## src/rtl/dma_reg_responder.sv

```systemverilog
// DMA control-register target: register file, read mux and a word-counting transfer engine.
// Define DMA_SOFT_RESET_EN to enable the CTRL[31] soft abort.
module dma_reg_responder #(
    parameter int unsigned DATA_W = 32,
    parameter int unsigned ADDR_W = 32
) (
    input  logic              i_clk,
    input  logic              i_rst_n,
    input  logic              i_wr_en,
    input  logic              i_rd_en,
    input  logic [ADDR_W-1:0] i_addr,
    input  logic [DATA_W-1:0] i_wdata,
    output logic [DATA_W-1:0] o_rdata,
    output logic              o_intr
);

    localparam logic [11:0] OFF_INTR   = 12'h400;
    localparam logic [11:0] OFF_CTRL   = 12'h404;
    localparam logic [11:0] OFF_IO     = 12'h408;
    localparam logic [11:0] OFF_MEM    = 12'h40C;
    localparam logic [11:0] OFF_STATUS = 12'h410;
    localparam logic [11:0] OFF_XFER   = 12'h414;
    localparam logic [11:0] OFF_ERR    = 12'h418;

    typedef enum logic [1:0] {StIdle, StRun, StDone} state_e;

    state_e            r_state;
    state_e            w_state_nxt;
    logic [15:0]       r_intr_mask;
    logic [1:0]        r_intr_stat;
    logic [14:0]       r_w_count;
    logic              r_io_mem;
    logic [DATA_W-1:0] r_io_addr;
    logic [DATA_W-1:0] r_mem_addr;
    logic [DATA_W-1:0] r_xfer_cnt;
    logic [DATA_W-1:0] r_rdata;
    logic [15:0]       r_remaining;
    logic              r_done;
    logic              r_error;
    logic [4:0]        r_err_stat;

    logic [11:0]       w_off;
    logic [DATA_W-1:0] w_rd_val;
    logic              w_busy;
    logic              w_wr_intr;
    logic              w_wr_err;
    logic              w_ctrl_wr;
    logic              w_start;
    logic              w_abort;
    logic [2:0]        w_chk;
    logic              w_accept;
    logic              w_chk_err;
    logic              w_busy_err;
    logic              w_step;
    logic              w_finish;
    logic [1:0]        w_intr_w1c;
    logic [4:0]        w_err_w1c;
    logic [4:0]        w_err_set;
    logic              w_unused_addr;

    // Only the low 12 address bits are decoded.
    assign w_off         = i_addr[11:0];
    assign w_unused_addr = ^i_addr;
    assign w_busy        = (r_state != StIdle);
    assign w_wr_intr     = i_wr_en && (w_off == OFF_INTR);
    assign w_wr_err      = i_wr_en && (w_off == OFF_ERR);
    assign w_ctrl_wr     = i_wr_en && (w_off == OFF_CTRL);
    assign w_start       = w_ctrl_wr & i_wdata[0];

`ifdef DMA_SOFT_RESET_EN
    assign w_abort = w_ctrl_wr & i_wdata[31];
`else
    assign w_abort = 1'b0;
`endif

    // Start checks: new word count, currently programmed addresses.
    assign w_chk = {|r_mem_addr[1:0], |r_io_addr[1:0], (i_wdata[15:1] == 15'd0)};

    always_ff @(posedge i_clk or negedge i_rst_n) begin
        if (!i_rst_n) begin
            r_state <= StIdle;
        end else begin
            r_state <= w_state_nxt;
        end
    end

    always_comb begin
        w_state_nxt = r_state;
        w_accept    = 1'b0;
        w_chk_err   = 1'b0;
        w_busy_err  = 1'b0;
        w_step      = 1'b0;
        w_finish    = 1'b0;
        if (w_abort) begin
            w_state_nxt = StIdle;
        end else begin
            case (r_state)
                StIdle: begin
                    if (w_start) begin
                        if (|w_chk) begin
                            w_chk_err = 1'b1;
                        end else begin
                            w_accept    = 1'b1;
                            w_state_nxt = StRun;
                        end
                    end
                end
                StRun: begin
                    w_step     = 1'b1;
                    w_busy_err = w_start;
                    if (r_remaining == 16'd1) begin
                        w_state_nxt = StDone;
                    end
                end
                StDone: begin
                    w_finish    = 1'b1;
                    w_busy_err  = w_start;
                    w_state_nxt = StIdle;
                end
                default: w_state_nxt = StIdle;
            endcase
        end
    end

    assign w_intr_w1c = w_wr_intr ? i_wdata[1:0] : 2'b00;
    assign w_err_w1c  = w_wr_err ? i_wdata[4:0] : 5'd0;
    assign w_err_set  = {w_abort, w_busy_err, w_chk & {3{w_chk_err}}};

    always_ff @(posedge i_clk or negedge i_rst_n) begin
        if (!i_rst_n) begin
            r_intr_mask <= '0;
            r_intr_stat <= '0;
            r_w_count   <= '0;
            r_io_mem    <= 1'b0;
            r_io_addr   <= '0;
            r_mem_addr  <= '0;
            r_xfer_cnt  <= '0;
            r_rdata     <= '0;
            r_remaining <= '0;
            r_done      <= 1'b0;
            r_error     <= 1'b0;
            r_err_stat  <= '0;
        end else begin
            if (w_wr_intr) begin
                r_intr_mask <= i_wdata[31:16];
            end
            // Hardware set wins over a same-cycle write-1-to-clear.
            r_intr_stat <= (r_intr_stat & ~w_intr_w1c) | {w_chk_err | w_busy_err, w_finish};
            r_err_stat  <= (r_err_stat & ~w_err_w1c) | w_err_set;
            if (w_ctrl_wr && !w_busy) begin
                r_w_count <= i_wdata[15:1];
                r_io_mem  <= i_wdata[16];
            end
            if (i_wr_en && !w_busy && (w_off == OFF_IO)) begin
                r_io_addr <= i_wdata;
            end
            if (i_wr_en && !w_busy && (w_off == OFF_MEM)) begin
                r_mem_addr <= i_wdata;
            end
            if (w_abort) begin
                r_remaining <= '0;
            end else if (w_accept) begin
                r_remaining <= {1'b0, i_wdata[15:1]};
            end else if (w_step) begin
                r_remaining <= r_remaining - 16'd1;
            end
            if (w_step) begin
                r_xfer_cnt <= r_xfer_cnt + DATA_W'(1);
            end
            if (w_abort || w_accept) begin
                r_done <= 1'b0;
            end else if (w_finish) begin
                r_done <= 1'b1;
            end
            if (w_abort || w_chk_err) begin
                r_error <= 1'b1;
            end else if (w_accept) begin
                r_error <= 1'b0;
            end
            if (i_rd_en) begin
                r_rdata <= w_rd_val;
            end
        end
    end

    always_comb begin
        w_rd_val = '0;
        case (w_off)
            OFF_INTR:   w_rd_val = {r_intr_mask, 14'd0, r_intr_stat};
            OFF_CTRL:   w_rd_val = {15'd0, r_io_mem, r_w_count, 1'b0};
            OFF_IO:     w_rd_val = r_io_addr;
            OFF_MEM:    w_rd_val = r_mem_addr;
            OFF_STATUS: w_rd_val = {r_remaining, 13'd0, r_error, r_done, w_busy};
            OFF_XFER:   w_rd_val = r_xfer_cnt;
            OFF_ERR:    w_rd_val = {27'd0, r_err_stat};
            default:    w_rd_val = '0;
        endcase
    end

    assign o_rdata = r_rdata;
    assign o_intr  = |(r_intr_stat & r_intr_mask[1:0]);

endmodule

```

## config.mk

```make
export PLATFORM = sky130hd
export DESIGN_NAME = dma_reg_responder
export DESIGN_NICKNAME = d
export VERILOG_FILES = /design/src/rtl/dma_reg_responder.sv
export SDC_FILE = /design/constraint.sdc
export NUM_CORES = 1
export LEC_CHECK = 0
export BUFFER_PORTS_ARGS = -buffer_cell sky130_fd_sc_hd__buf_2
export CAP_MARGIN = 20
export CORE_MARGIN = 2
export CORE_UTILIZATION = 47
export CTS_CLUSTER_SIZE = 30
export DETAILED_ROUTE_END_ITERATION = 10
export GPL_ROUTABILITY_DRIVEN = 0
export GPL_TIMING_DRIVEN = 0
export PLACE_DENSITY = 0.65
export SYNTH_ARGS = -nofsm -noshare
export SYNTH_HDL_FRONTEND = slang
export SYNTH_SLANG_ARGS = --single-unit
```

## constraint.sdc

```tcl
create_clock -name i_clk -period 3 [get_ports i_clk]
set_input_delay 0 -clock i_clk [delete_from_list [all_inputs] [get_ports i_clk]]
set_output_delay 0 -clock i_clk [all_outputs]
set_load 0.01 [all_outputs]
```

==> impl_metrics.ini <==
[status]
status = finished, final reports clean

[yosys]
seq_area_frac_synth_pct = 53.51
synth_area_per_cell_um2 = 12.16
synth_edf_count = 0
synthesis.nets = 793
ys_warn_count = 0
synth_area_leaders = dfrtp_1 (54%), mux2_2 (12%), o2bb2ai_1 (3.7%), xnor2_1 (3.2%), a221oi_1 (2.2%)
synth-async-reset-ratio_pct = 100.0
ys_ff_latch = 187
ys.flop_type = dfrtp_1
yosysMostFrequentCell = dfrtp_1
synth.top_cell.area_share_pct = 53.51
syn_inst = 719
netlist_area_um2 = 8746
synthTopCellsByCount = dfrtp_1 (187), mux2_2 (91), nand2_1 (41)
yosysUniqueCellTypes = 60
synth.largest_area_cell = dfrtp_1

[cells_and_area]
drive_gt1_share_pct = 25.98
multi_input_area_um2 = 3847
antenna_cells = 0
fill_cells = 1443
finalNetCount = 928
fin_area_um2 = 10420
areaGrowthSynthToFinish_pct = 19.14
seqCellArea_um2 = 4679

[grt]
grtUsageTotal_pct = 25.92
antenna_found_initial = 0
grt_pass1_vias = 6760
grt_overflow = 0
grt_max_degree = 120
grt_pass1_wl_mm = 38.87

[route]
drc = 0
drt_iter0_drc = 560
viasPerCell = 6.096
firstDrtPassIters = 5
vias = 6675
ant_nets = 0
totalWireLength_mm = 24.83
wl_per_cell_um = 22.67

[setup_path]
cp_max_fo = 10
end_kind = register
critPathLaunchType = register
reg2reg_depth = 8
reg2reg_to = r_xfer_cnt[18]
arrival_ns = 3.20
required_ns = 3.35
rrSetupSlack_ns = 0.15
worstSetupPathType = reg -> reg
timing.rr.start = r_state[1]

[placement]
preCtsSetupSlack_ns = -0.1153
placedInstanceArea_um2 = 9477
hpwl_mm = 17.73
io_buffers = 79

[timing]
maxSlewViolCount = 0
max_freq_ghz = 0.3506
slew_headroom_pct = 34.72
post-route-period-util_pct = 95.09
final-hold-violation-count = 0
setup_tns_ns = 0
fin_ws_ns = 0.1474
tightestPinTransition_ns = 0.9712
grt_setup_unrepaired = no
clock_skew_ns = 0.01687
post-route-min-period_ns = 2.853
setup_viol = 0

[floorplanning]
die_h_um = 140.4
io_pins = 101
dieWidth_um = 140.4
die-area_um2 = 19720
start_util_pct = 48.36
num_rows = 49
fp.coreArea_um2 = 18090

[cts]
clkTransAtPathRegs_ns = 0.07
cts_root_buf = clkbuf_16
clkSinkCount = 187
clockBufferDepth = 2
cts_buffers = 17
cts_tree = done
htreeDepth = 4
clock_latency_ns = 0.44

[flow_run]
drv_cap = 0

[min_path]
hold_class = in -> async

[pwr]
p_leak_nw = 4.937
ir_drop_v = 0.0003517
power.density_nw_per_um2 = 487.1
-- final cells by class --
cell class,count,area share [%]
tap,229,2.750
buffer,42,1.717
inverter,14,0.5043
clock inverter,10,1.357
timing repair buffer,116,7.517
multi-input combinational,476,36.92
sequential,187,44.91
clock buffer,21,4.323
-- power breakdown --
part | total [mW] | switching (mW) | internal (mW)
sequential | 2.54 | 0.00914 | 2.53
combinational | 0.234 | 0.150 | 0.0845
clock | 2.30 | 0.969 | 1.33
total | 5.08 | 1.13 | 3.95
-- cells in the final DEF, fill, tap and decap left out, drive strengths merged, types with 6 or more instances in the layout --
cell,n
a211oi,6
a21oi,6
a221oi,22
a22oi,7
a32o,15
and2,7
and3,11
buf,95
clkbuf,50
dfrtp,187
dlygate4sd3,34
ha,6
inv,15
mux2,99
mux2i,18
nand2,42
nand3,21
nand4,15
nor2,16
nor3,16
nor4,16
o21ai,25
o2bb2ai,37
xnor2,32
xor2,14
-- kinds of logic (layout without fill, tap and decap cells) --
logic type,count (synthesis),after routing,share of synthesized area (%)
muxes,117,117,15.02
adders and majority gates,6,6,0.8583
DFF,187,187,53.51
buffers and inverters,56,203,2.647
and+or+nand+nor,170,170,11.03
AOI/OAI and AO/OA,137,137,12.33
xor gates and xnor gates,46,46,4.607
-- worst max-delay path: stages (launching register included) --
cell,delay (ns)
dfrtp_1,0.40
inv_1,0.10
ha_1,0.19
clkbuf_1,0.38
nand4_1,0.39
nor3_1,0.73
nand3_1,0.23
nor2_1,0.17
xor2_1,0.18
-- worst max-delay path by stage --
stage | startpoint | slack, ns | endpoint | cells after the start
after floorplan | r_state[1] | 0.81 | r_xfer_cnt[26] | 7
after global placement | i_rst_n | -0.96 | r_intr_mask[5] | 1
after detailed placement | i_addr[9] | -0.12 | o_rdata[18] | 9
after CTS | r_state[1] | 0.17 | r_xfer_cnt[22] | 7
after global routing | r_state[1] | 0.007 | r_xfer_cnt[18] | 8
final | r_state[1] | 0.15 | r_xfer_cnt[18] | 8
-- metal layers --
metal  vias up  share of wire, %  global-route usage [%]
met3        40               7.6                   6.530
met5         -                 0                       0
met4         0               3.0                   10.05
met1      3393                43                   35.27
met2       263                47                   40.17
li1       2979                 -                       -
-- state kept, by name, indices dropped and copies added (netlist names) --
register     count
r_w_count       15
r_io_addr       32
r_err_stat       5
r_intr_stat      2
o_rdata         32
r_done           1
r_error          1
r_io_mem         1
r_xfer_cnt      32
r_remaining     16
r_intr_mask     16
r_mem_addr      32
r_state          2
-- stage by stage --
step / power, mW / utilization, % / hold WS [ns] / cells
2_1_floorplan: 2.652 / - / -0.2956 / 719
3_5_place_dp: 2.789 / 52.40 / -0.01028 / 1029
4_1_cts: 5.104 / 57.55 / 0.1265 / 1094
3_3_place_gp: 2.777 / 52.13 / 0.2506 / 1027
5_1_grt: 5.229 / 57.61 / 0.1462 / 1095
6_report: 5.076 / 57.61 / 0.1043 / 1095
-- what timing repair did --
action / 4_1_cts / 5_1_grt
hold endpoints to repair: 184 / 0
endpoints found under the setup margin: 0 / 6
buffers inserted: 0 / 0
gates resized for setup: 0 / 1
hold buffers: 34 / 0
No activity file was read; power rests on OpenSTA's default activity.
